**src/rtl/hdr_pulse_gen_pkg.sv**
```systemverilog
// hdr_pulse_gen_pkg: shared FSM state type, mode/trigger encodings and default counter width
package hdr_pulse_gen_pkg;
   typedef enum logic [1:0] {IDLE, ARMED, RUN} state_t;
   localparam logic MODE_SINGLE   = 1'b0;
   localparam logic MODE_PERIODIC = 1'b1;
   localparam logic TRIG_SW       = 1'b0;
   localparam logic TRIG_EXT      = 1'b1;
   localparam int   CNT_W_DEF     = 16;
endpackage

```
**src/rtl/hdr_pulse_gen_if.sv**
```systemverilog
// hdr_pulse_gen_if: configuration/status bundle of hdr_pulse_gen
//   master -> slave : en, mode, trig_sel, sw_start, ext_trig, period, delay, width, invert
//   slave -> master : pulse_out, frame_start, busy, frame_cnt
//   HDR_PULSE_GEN_BURST_EN adds burst_len (master -> slave) and burst_done (slave -> master)
interface hdr_pulse_gen_if import hdr_pulse_gen_pkg::*; #(
   parameter int NUM_CH = 4,
   parameter int CNT_W  = CNT_W_DEF
);
   logic                    en, mode, trig_sel, sw_start, ext_trig;
   logic [CNT_W-1:0]        period;
   logic [NUM_CH*CNT_W-1:0] delay, width;
   logic [NUM_CH-1:0]       invert, pulse_out;
   logic                    frame_start, busy;
   logic [31:0]             frame_cnt;
`ifdef HDR_PULSE_GEN_BURST_EN
   logic [15:0]             burst_len;
   logic                    burst_done;
   modport master (output en, mode, trig_sel, sw_start, ext_trig, period, delay, width, invert, burst_len,
                   input  pulse_out, frame_start, busy, frame_cnt, burst_done);
   modport slave  (input  en, mode, trig_sel, sw_start, ext_trig, period, delay, width, invert, burst_len,
                   output pulse_out, frame_start, busy, frame_cnt, burst_done);
`else
   modport master (output en, mode, trig_sel, sw_start, ext_trig, period, delay, width, invert,
                   input  pulse_out, frame_start, busy, frame_cnt);
   modport slave  (input  en, mode, trig_sel, sw_start, ext_trig, period, delay, width, invert,
                   output pulse_out, frame_start, busy, frame_cnt);
`endif
endinterface

```
**src/rtl/hdr_pulse_ch.sv**
```systemverilog
// hdr_pulse_ch: one pulse channel - frame-start shadow registers, overflow-safe window compare, output flop
//   clk, resetn          : clock, asynchronous active-low reset
//   load                 : frame start; captures delay/width/invert for the coming frame
//   run                  : FSM is in RUN; otherwise the output idles at the live invert level
//   fc                   : frame counter
//   delay, width, invert : live channel settings
//   pulse_out            : registered channel output, one cycle behind fc
module hdr_pulse_ch import hdr_pulse_gen_pkg::*; #(
   parameter int CNT_W = CNT_W_DEF
) (
   input  logic             clk,
   input  logic             resetn,
   input  logic             load,
   input  logic             run,
   input  logic [CNT_W-1:0] fc,
   input  logic [CNT_W-1:0] delay,
   input  logic [CNT_W-1:0] width,
   input  logic             invert,
   output logic             pulse_out
);
   logic [CNT_W-1:0] d_sh, w_sh;
   logic             i_sh, act;
   logic [CNT_W:0]   ofs;
   // one extra bit so a window near the top of the counter range never wraps
   always_comb begin
      ofs = {1'b0, fc} - {1'b0, d_sh};
      act = (fc >= d_sh) && (ofs < {1'b0, w_sh});
   end
   always_ff @(posedge clk or negedge resetn)
      if (!resetn) begin
         d_sh      <= '0;
         w_sh      <= '0;
         i_sh      <= 1'b0;
         pulse_out <= 1'b0;
      end else begin
         if (load) begin
            d_sh <= delay;
            w_sh <= width;
            i_sh <= invert;
         end
         pulse_out <= run ? act ^ i_sh : invert;
      end
endmodule

```
**src/rtl/hdr_pulse_gen.sv**
```systemverilog
// hdr_pulse_gen: multi-channel frame-referenced pulse generator (single-shot / periodic, sw or ext trigger)
//   clk, resetn : clock, asynchronous active-low reset
//   bus (slave) : config in (en, mode, trig_sel, sw_start, ext_trig, period, delay, width, invert),
//                 status out (pulse_out, frame_start, busy, frame_cnt)
//   HDR_PULSE_GEN_BURST_EN : adds bus.burst_len / bus.burst_done, periodic bursts of burst_len frames
module hdr_pulse_gen import hdr_pulse_gen_pkg::*; #(
   parameter int NUM_CH      = 4,
   parameter int CNT_W       = CNT_W_DEF,
   parameter int SYNC_STAGES = 2
) (
   input logic            clk,
   input logic            resetn,
   hdr_pulse_gen_if.slave bus
);
   state_t                 state, state_nx;
   logic [SYNC_STAGES-1:0] sync;
   logic                   sync_q, ext_rise, run, trig, last, ok, start, burst_stop;
   logic [CNT_W-1:0]       fc, per_sh;
   logic [NUM_CH-1:0]      po;
`ifdef HDR_PULSE_GEN_BURST_EN
   logic [15:0]            bcnt;
`endif
   always_ff @(posedge clk or negedge resetn)
      if (!resetn) begin
         sync     <= '0;
         sync_q   <= 1'b0;
         ext_rise <= 1'b0;
      end else begin
         sync     <= {sync[SYNC_STAGES-2:0], bus.ext_trig};
         sync_q   <= sync[SYNC_STAGES-1];
         ext_rise <= sync[SYNC_STAGES-1] & ~sync_q;
      end
   always_ff @(posedge clk or negedge resetn)
      if (!resetn) state <= IDLE;
      else         state <= state_nx;
   always_comb
      state_nx = start            ? RUN :
                 state == IDLE    ? (ok ? ARMED : IDLE) :
                 state == ARMED   ? (ok ? ARMED : IDLE) :
                 last             ? ((bus.mode == MODE_SINGLE || burst_stop) ? ARMED : IDLE) : RUN;
   // a new frame needs a usable period; back-to-back frames start on the last cycle of the previous one
   always_comb begin
      run  = state == RUN;
      trig = bus.trig_sel == TRIG_SW ? bus.sw_start : ext_rise;
      last = run && fc == per_sh - CNT_W'(1);
      ok   = bus.en && bus.period != '0;
`ifdef HDR_PULSE_GEN_BURST_EN
      burst_stop = bus.burst_len != 16'd0 && bcnt == bus.burst_len;
`else
      burst_stop = 1'b0;
`endif
      start = ok && (state == ARMED ? trig : last && bus.mode == MODE_PERIODIC && !burst_stop);
   end
   always_ff @(posedge clk or negedge resetn)
      if (!resetn) begin
         fc              <= '0;
         per_sh          <= '0;
         bus.frame_start <= 1'b0;
         bus.frame_cnt   <= '0;
      end else begin
         fc              <= start ? '0 : (run && !last) ? fc + CNT_W'(1) : fc;
         bus.frame_start <= start;
         if (start) begin
            per_sh        <= bus.period;
            bus.frame_cnt <= bus.frame_cnt + 32'd1;
         end
      end
`ifdef HDR_PULSE_GEN_BURST_EN
   always_ff @(posedge clk or negedge resetn)
      if (!resetn)    bcnt <= '0;
      else if (start) bcnt <= state == ARMED ? 16'd1 : bcnt + 16'd1;
   assign bus.burst_done = last && bus.mode == MODE_PERIODIC && burst_stop;
`endif
   assign bus.busy      = run;
   assign bus.pulse_out = po;
   for (genvar i = 0; i < NUM_CH; i++) begin : g_ch
      hdr_pulse_ch #(.CNT_W(CNT_W)) u_ch (
         .clk       (clk),
         .resetn    (resetn),
         .load      (start),
         .run       (run),
         .fc        (fc),
         .delay     (bus.delay[i*CNT_W +: CNT_W]),
         .width     (bus.width[i*CNT_W +: CNT_W]),
         .invert    (bus.invert[i]),
         .pulse_out (po[i])
      );
   end
endmodule

```
**src/flat_wrapper.sv**
```systemverilog
// flat-port wrapper written by rule: the top's interface ports become plain ports
module hdr_pulse_gen_flat import hdr_pulse_gen_pkg::*;
#(
   parameter int NUM_CH      = 4,
   parameter int CNT_W       = CNT_W_DEF,
   parameter int SYNC_STAGES = 2
)
  (clk, resetn, bus_en, bus_mode, bus_trig_sel, bus_sw_start, bus_ext_trig, bus_period, bus_delay, bus_width, bus_invert, bus_pulse_out, bus_frame_start, bus_busy, bus_frame_cnt);
  hdr_pulse_gen_if #(.NUM_CH(NUM_CH), .CNT_W(CNT_W)) bus_i ();
  input logic clk;
  input logic resetn;
  input wire logic [$bits(bus_i.en)-1:0] bus_en;
  input wire logic [$bits(bus_i.mode)-1:0] bus_mode;
  input wire logic [$bits(bus_i.trig_sel)-1:0] bus_trig_sel;
  input wire logic [$bits(bus_i.sw_start)-1:0] bus_sw_start;
  input wire logic [$bits(bus_i.ext_trig)-1:0] bus_ext_trig;
  input wire logic [$bits(bus_i.period)-1:0] bus_period;
  input wire logic [$bits(bus_i.delay)-1:0] bus_delay;
  input wire logic [$bits(bus_i.width)-1:0] bus_width;
  input wire logic [$bits(bus_i.invert)-1:0] bus_invert;
  output wire logic [$bits(bus_i.pulse_out)-1:0] bus_pulse_out;
  output wire logic [$bits(bus_i.frame_start)-1:0] bus_frame_start;
  output wire logic [$bits(bus_i.busy)-1:0] bus_busy;
  output wire logic [$bits(bus_i.frame_cnt)-1:0] bus_frame_cnt;
  assign bus_i.en = bus_en;
  assign bus_i.mode = bus_mode;
  assign bus_i.trig_sel = bus_trig_sel;
  assign bus_i.sw_start = bus_sw_start;
  assign bus_i.ext_trig = bus_ext_trig;
  assign bus_i.period = bus_period;
  assign bus_i.delay = bus_delay;
  assign bus_i.width = bus_width;
  assign bus_i.invert = bus_invert;
  assign bus_pulse_out = bus_i.pulse_out;
  assign bus_frame_start = bus_i.frame_start;
  assign bus_busy = bus_i.busy;
  assign bus_frame_cnt = bus_i.frame_cnt;
  hdr_pulse_gen #(.NUM_CH(NUM_CH), .CNT_W(CNT_W), .SYNC_STAGES(SYNC_STAGES)) u_core (.clk(clk), .resetn(resetn), .bus(bus_i));
endmodule
```
**config.mk**
```make
export PLATFORM = sky130hd
export DESIGN_NAME = hdr_pulse_gen_flat
export DESIGN_NICKNAME = d
export VERILOG_FILES = /design/src/rtl/hdr_pulse_gen_pkg.sv /design/src/rtl/hdr_pulse_gen_if.sv /design/src/rtl/hdr_pulse_ch.sv /design/src/rtl/hdr_pulse_gen.sv /design/src/flat_wrapper.sv
export SDC_FILE = /design/constraint.sdc
export NUM_CORES = 1
export LEC_CHECK = 0
export ABC_AREA = 1
export CAP_MARGIN = 0
export CORE_AREA = 10 10 190 192
export DETAILED_ROUTE_END_ITERATION = 7
export DIE_AREA = 0 0 200 202
export PLACE_DENSITY = 0.8
export SETUP_SLACK_MARGIN = 0.02
export SLEW_MARGIN = 10
export SYNTH_ARGS = -nofsm -noshare
export SYNTH_HDL_FRONTEND = slang
export SYNTH_SLANG_ARGS = --single-unit
```
**constraint.sdc**
```tcl
create_clock -name clk -period 4.1 [get_ports clk]
set_input_delay 0.82 -clock clk [delete_from_list [all_inputs] [get_ports clk]]
set_output_delay 0.82 -clock clk [all_outputs]
set_load 0.005 [all_outputs]
```
==> results of run 1 <==
==> repair_timing <==
| item | in CTS | in global routing |
|---|---|---|
| hold buffers | 0 | 0 |
| hold endpoints to repair | 0 | 0 |
| setup endpoints to repair | 0 | 1 |
| gates resized for setup | 0 | 1 |
==> through the flow <==
stage	utilization [%]	area [µm²]	worst slack, ns	cells
finish	55.9	18100	0.423	2733
CTS	55.9	18100	0.404	2733
floorplan	-	15000	0.970	2113
detailed placement	53.4	17200	0.414	2689
global route	55.9	18100	0.0783	2733
global placement	53.4	17200	0.582	2689
==> cell type report <==
cell class / count / area [µm²] / area share (%)
clock inverters: 15 / 166 / 0.921
inverters: 283 / 1060 / 5.88
multi-input cells: 1551 / 8370 / 46.3
flip-flops and latches: 207 / 5180 / 28.7
clock buffers: 29 / 661 / 3.66
repair buffers: 206 / 2070 / 11.5
well taps: 442 / 553 / 3.06
==> cell usage in the layout, fill, tap and decap left out, types with 7 or more instances in the layout <==
master	Yosys	routed
buf_4	20	11
nand4_1	39	39
nand2_1	698	698
a31oi_1	11	11
inv_1	274	274
o21ai_0	36	35
nor4_1	18	18
a21oi_1	80	80
clkbuf_16	0	25
inv_2	9	9
clkinv_2	0	7
dfrtp_1	207	207
xor2_1	69	69
nor3_1	27	27
nand3_1	254	254
ha_1	127	127
clkdlybuf4s50_1	0	191
xnor2_1	33	33
nor2_1	112	111
==> registers in the layout, summed over array words and instances (netlist names) <==
| register | flops |
|---|---|
| u_core.bus.frame_cnt | 32 |
| u_core.fc | 16 |
| u_core.per_sh | 16 |
| u_core.g_ch.u_ch.w_sh | 64 |
| u_core.sync_q | 1 |
| u_core.g_ch.u_ch.d_sh | 64 |
| u_core.bus.frame_start | 1 |
| u_core.g_ch.u_ch.pulse_out | 4 |
| u_core.g_ch.u_ch.i_sh | 4 |
| u_core.sync | 2 |
| u_core.state | 2 |
| u_core.ext_rise | 1 |
==> cell families (layout without fill, tap and decap cells) <==
| group | Yosys count | count (layout) | share of synthesized area, % |
|---|---|---|---|
| AND/OR/NAND/NOR | 1168 | 1168 | 32.9 |
| buffers and inverters | 355 | 533 | 10.2 |
| flip-flops | 207 | 207 | 34.4 |
| AO/OA/AOI/OAI | 150 | 150 | 5.47 |
| adder cells (fa/ha/maj) | 131 | 131 | 11.1 |
| XOR/XNOR | 102 | 102 | 5.94 |
==> metal layers <==
layer  track usage (%)  vias up  routed length [µm]
li1                  -     7081                   -
met1              28.6     6672               19600
met2              36.0      393               20900
met3              4.19       74                2820
met4              5.98        0                1280
met5                 0        -                   0
==> worst max-delay path: stages (launching register included) <==
cell      delay, ns
dfrtp_1        0.60
ha_1           0.35
a21oi_1        0.15
a21boi_0       0.39
o21ai_0        0.20
a21boi_0       0.34
o21ai_0        0.17
xor2_1         0.17
ha_1           0.28
nand2_1        0.08
nor2_1         0.05
a211oi_1       0.17
nand2_1        0.09
nand2_1        0.06
nand2_1        0.06
a21oi_1        0.13
nand4_1        0.11
nand3_1        0.10
nand2_1        0.05
==> power groups by stage <==
stage          Sequential [µW]  Clock, µW  Combinational [µW]
2_1_floorplan             2360          0                3530
3_3_place_gp              2490          0                4660
3_5_place_dp              2500          0                4800
4_1_cts                   2460       2300                4830
5_1_grt                   2470       2380                5580
6_report                  2460       2250                4850
==> worst paths after layout <==
path / startpoint / to / slack [ns] / cells after the start
worst min-delay path: resetn / u_core.g_ch[2].u_ch.d_sh[3] / 0.31 / 1
worst min register to register: u_core.sync[0] / u_core.sync[1] / 0.35 / 0
max in group asynchronous: resetn / u_core.g_ch[0].u_ch.i_sh / 2.87 / 2
worst max register to register: u_core.fc[4] / u_core.g_ch[1].u_ch.pulse_out / 0.42 / 18
min in group clk: u_core.sync[0] / u_core.sync[1] / 0.35 / 0
worst max-delay path: u_core.fc[4] / u_core.g_ch[1].u_ch.pulse_out / 0.42 / 18
==> metrics.yaml, run 1 <==
cts:
  htree_levels: 1
  path_clk_slew_ns: 0.06
  cts_sinks: 207
  cts_buffer_depth: 3
  clk_latency_ns: 0.53
  clock-root-buffer: "clkbuf_16"
  post_cts_buffers: 0
  cts_tree: "yes"
  cts_buffers: 25
placed_design:
  gp_congestion: 0.914
  io_buffers: 192
  hpwl_um: 34000
die:
  core_area_um2: 32300
  die_w_um: 200
  die_h_um: 202
  io-pin-count: 193
  rows: 66
  die_area_um2: 40400
  start_util_pct: 46.6
yosys:
  syn_inst: 2113
  synth_most_common_cell: "nand2_1"
  netlist_area_um2: 15000
  synth_warnings: 0
  synthTopCellsByArea: "dfrtp_1 34%, nand2_1 17%, ha_1 11%"
  ys.flop_type: "dfrtp_1"
  ys_seq_area_share_pct: 34.4
  synth.largest_area_cell: "dfrtp_1"
  synthTopCellsByCount: "698 x nand2_1, 274 x inv_1, 254 x nand3_1, 207 x dfrtp_1, 127 x ha_1"
  async_flop_share_pct: 100
  synth-seq-cells: 207
  synth_edf_count: 0
  synth_nets: 2399
  avgSynthCellArea_um2: 7.12
  synth_top_cell_area_share_pct: 34.4
  yosysUniqueCellTypes: 37
power:
  power_frac_seq_pct: 25.7
  netSwitchingPower_uw: 4040
  ir_drop_mv: 0.321
  p_clk_share_pct: 23.5
  power.density_nw_per_um2: 529
  switching_share_pct: 42.3
  intPower_uw: 5520
  combPwrFrac_pct: 50.8
  total_power_uw: 9560
  p_leak_uw: 0.00913
routing:
  drt_iter0_markers: 1018
  viasPerCell: 5.20
  wire_per_inst_um: 16.3
  drt_wl_total_um: 44600
  firstDrtPassIters: 7
  ant_nets: 0
  vias: 14220
  drc: 0
global_routing:
  antenna_found_initial: 0
  grt_usage_pct: 21.9
  grt_max_degree: 181
  grt.overflow.total: 0
  grt_pass1_wl_um: 72500
  grt_pass1_vias: 14013
sta:
  rsz0062_at_grt: "false"
  hold_viol_final: 0
  fin_hold_ws_ns: 0.308
  setup_tns_ns: 0
  setup_viol: 0
  tightest_slew_ns: 0.993
  post-route-period-util_pct: 89.7
  max_slew_margin_pct: 33.6
  fmax_mhz: 272
  slew_viol_final: 0
  period_needed_ns: 3.68
  fin_skew_ns: 0.0135
job:
  cap_violations: 0
worst_setup_path:
  worstSetupPathType: "reg2reg"
  cp.arrival_ns: 4.09
  required_ns: 4.51
  worst-path-max-fanout: 9
  cp-end-kind: "flip-flop"
  worst_setup_path_start_kind: "flip-flop"
finish:
  final_nets: 2560
  fillers: 3038
  diodes: 0
  final_layout_size_suffix_gt1_share_pct: 3.54
  area_growth_pct: 20.0
worst_hold_path:
  hp-class: "in2async"
run_status:
  status: "finished clean"
No activity file was read; power rests on OpenSTA's default activity.
==> run 2: changes to the inputs <==
Settings changed: ABC_CLOCK_PERIOD_IN_PS from default to 4100.
==> results of run 2 <==
No change in the layout: final DEF, timing and power equal those of run 1.
==> run 3: changes to the inputs <==
Settings changed: MAX_ROUTING_LAYER from default to met4.
==> run 3 against run 2 <==
- critical path depth rose by 3
- final area grew 0.46%
- wire length rose by 1.1%
- highest routed layer unchanged
- sequential share of layout area is 0.13 points lower
- non-clock buffer count is 2 higher
- clock power grew 3%
- worst hold slack improved by 0.00084 ns
==> metrics.yaml, run 3 (synthesis gave the netlist of run 1 again) <==
routing:
  drt_iter0_markers: 967  # was 1,018
  firstDrtPassIters: 5  # was 7
  ant_nets: 0  # unchanged
  vias: 14230  # was 14,220
  drt_wl_total_um: 45100  # was 44,600 µm
  drc: 0  # unchanged
  wire_per_inst_um: 16.5  # was 16.3 µm
  viasPerCell: 5.20  # about the same
sta:
  tightest_slew_ns: 0.987  # was 0.993 ns
  rsz0062_at_grt: "false"  # unchanged
  period_needed_ns: 3.60  # was 3.68 ns
  setup_tns_ns: 0  # unchanged
  max_slew_margin_pct: 34.0  # was 33.6%
  slew_viol_final: 0  # unchanged
  fin_skew_ns: 0.00588  # was 0.0135 ns
  fin_hold_ws_ns: 0.309  # was 0.308 ns
  setup_viol: 0  # unchanged
  fmax_mhz: 278  # was 272 MHz
  timing.final.ws_setup_ns: 0.499  # was 0.423 ns
  hold_viol_final: 0  # unchanged
  post-route-period-util_pct: 87.8  # was 89.7%
placed_design:
  gp_congestion: 0.960  # was 0.914
  dp_cells: 2691  # was 2,689
  hpwl_um: 34200  # was 34,000 µm
  dp_worst_setup_slack_ns: 0.512  # was 0.414 ns
  io_buffers: 192  # unchanged
cts:
  cts.repair.resized: 0  # unchanged
  cts_buffers: 26  # was 25
  cts_buffer_depth: 3  # unchanged
  clock-root-buffer: "clkbuf_16"  # unchanged
  path_clk_slew_ns: 0.06  # about the same
  clk_latency_ns: 0.54  # was 0.53 ns
  cts_sinks: 207  # unchanged
  post_cts_buffers: 0  # unchanged
  postCtsHoldBufs: 0  # unchanged
  htree_levels: 1  # unchanged
  cts_tree: "yes"  # unchanged
power:
  p_clk_share_pct: 24.1  # was 23.5%
  total_power_uw: 9670  # was 9560 µW
  netSwitchingPower_uw: 4100  # was 4040 µW
  intPower_uw: 5570  # was 5520 µW
  ir_drop_mv: 0.390  # was 0.321 mV
  p_leak_uw: 0.00916  # was 0.00913 µW
  combPwrFrac_pct: 50.7  # was 50.8%
  power_frac_seq_pct: 25.2  # was 25.7%
  switching_share_pct: 42.4  # was 42.3%
  power.density_nw_per_um2: 533  # was 529 nW/µm²
global_routing:
  grt_max_degree: 181  # unchanged
  grt_pass1_vias: 13874  # was 14,013
  grt_pass1_wl_um: 71800  # was 72,500 µm
  grt.overflow.total: 0  # unchanged
  antenna_found_initial: 0  # unchanged
  grt_usage_pct: 22.4  # was 21.9%
die:
  die_w_um: 200  # unchanged
  die_h_um: 202  # unchanged
  core_area_um2: 32300  # unchanged
  die_area_um2: 40400  # unchanged
  rows: 66  # unchanged
  start_util_pct: 46.6  # unchanged
  io-pin-count: 193  # unchanged
finish:
  final_layout_size_suffix_gt1_share_pct: 3.79  # was 3.54%
  area_growth_pct: 20.6  # was 20.0%
  final_nets: 2563  # was 2,560
  instances_no_fill: 2739  # was 2,733
  reg.largest.list: "u_core.g_ch.u_ch.d_sh: 64 flops, u_core.g_ch.u_ch.w_sh: 64 flops, u_core.bus.frame_cnt: 32 flops"  # unchanged
  mostFrequentLayoutCell: "nand2_1"  # unchanged
  diodes: 0  # unchanged
  final_cell_mix: "698 x nand2_1, 274 x inv_1, 254 x nand3_1"  # unchanged
worst_setup_path:
  rrSetupSlack_ns: 0.50  # was 0.42 ns
  worst_setup_path_start_kind: "flip-flop"  # unchanged
  required_ns: 4.53  # was 4.51 ns
  slowest_stage: "dfrtp_1"  # unchanged
  worstSetupPathType: "reg2reg"  # unchanged
  cpMostUsedCell: "nand2_1"  # unchanged
  cp-end-kind: "flip-flop"  # unchanged
  cp.arrival_ns: 4.03  # was 4.09 ns
  slowest_delay_ns: 0.42  # was 0.60 ns
  worst-path-max-fanout: 6  # was 9
  worstPathCellList: "inv_1 > ha_1 > fa_1 > o21ai_0 > nand2_1 > o211ai_1 > nand2_1 > nand2_1 > a21oi_1 > xnor2_1 > ha_1 > nand2_1 > nor2_1 > a211oi_1 > nand2_1 > nand2_1 > nand2_1 > a21oi_1 > nand4_1 > nand3_1 > nand2_1"  # was ha_1 > a21oi_1 > a21boi_0 > o21ai_0 > a21boi_0 > o21ai_0 > xor2_1 > ha_1 > nand2_1 > nor2_1 > a211oi_1 > nand2_1 > nand2_1 > nand2_1 > a21oi_1 > nand4_1 > nand3_1 > nand2_1
run_status:
  status: "finished clean"  # unchanged
worst_hold_path:
  hp-class: "in2async"  # unchanged
job:
  cap_violations: 0  # unchanged
## run 3: area by class of cell
class	instances	area (µm²)
Timing Repair Buffer	208	2100
Fill cell	2940	14100
Clock buffer	36	779
Inverter	283	1060
Sequential cell	207	5180
Tap cell	442	553
Clock inverter	12	103
Multi-Input combinational cell	1551	8370
## run 3: path summary, 6_finish.rpt
kind	endpoint	depth (start not counted)	from
worst min-delay path	u_core.g_ch[2].u_ch.d_sh[5]	1	resetn
min in group clk	u_core.sync[1]	0	u_core.sync[0]
worst min register to register	u_core.sync[1]	0	u_core.sync[0]
max in group asynchronous	u_core.per_sh[0]	2	resetn
worst max-delay path	u_core.g_ch[1].u_ch.pulse_out	21	u_core.fc[0]
worst max register to register	u_core.g_ch[1].u_ch.pulse_out	21	u_core.fc[0]
## run 3: per-layer routing
metal	vias to the layer above	global-route usage, %	wire length [µm]
met4	0	4.92	956
met5	-	-	0
li1	7112	-	-
met2	384	35.9	21000
met1	6676	29.6	20900
met3	58	3.04	2180
## run 3: critical path, delay by kind of cell, from the launching register on
kind | cells | cell delay (ns)
fa+ha+maj | 3 | 0.93
simple gates | 11 | 0.92
compound gates | 5 | 0.91
flops | 1 | 0.42
buf+inv | 1 | 0.16
xor+xnor | 1 | 0.13
## run 3: power groups by stage
stage	logic [µW]	registers [µW]	clock network, µW
after floorplan	3530	2360	0
final	4900	2440	2320
after detailed placement	4840	2470	0
after global placement	4740	2460	0
after CTS	4880	2430	2390
after global routing	5620	2450	2450
## run 3: stage by stage
| stage | utilization (%) | cell area [µm²] |
|---|---|---|
| after floorplan | - | 15000 |
| after global placement | 53.5 | 17300 |
| after detailed placement | 53.5 | 17300 |
| after CTS | 56.2 | 18100 |
| after global routing | 56.2 | 18100 |
| final | 56.2 | 18100 |
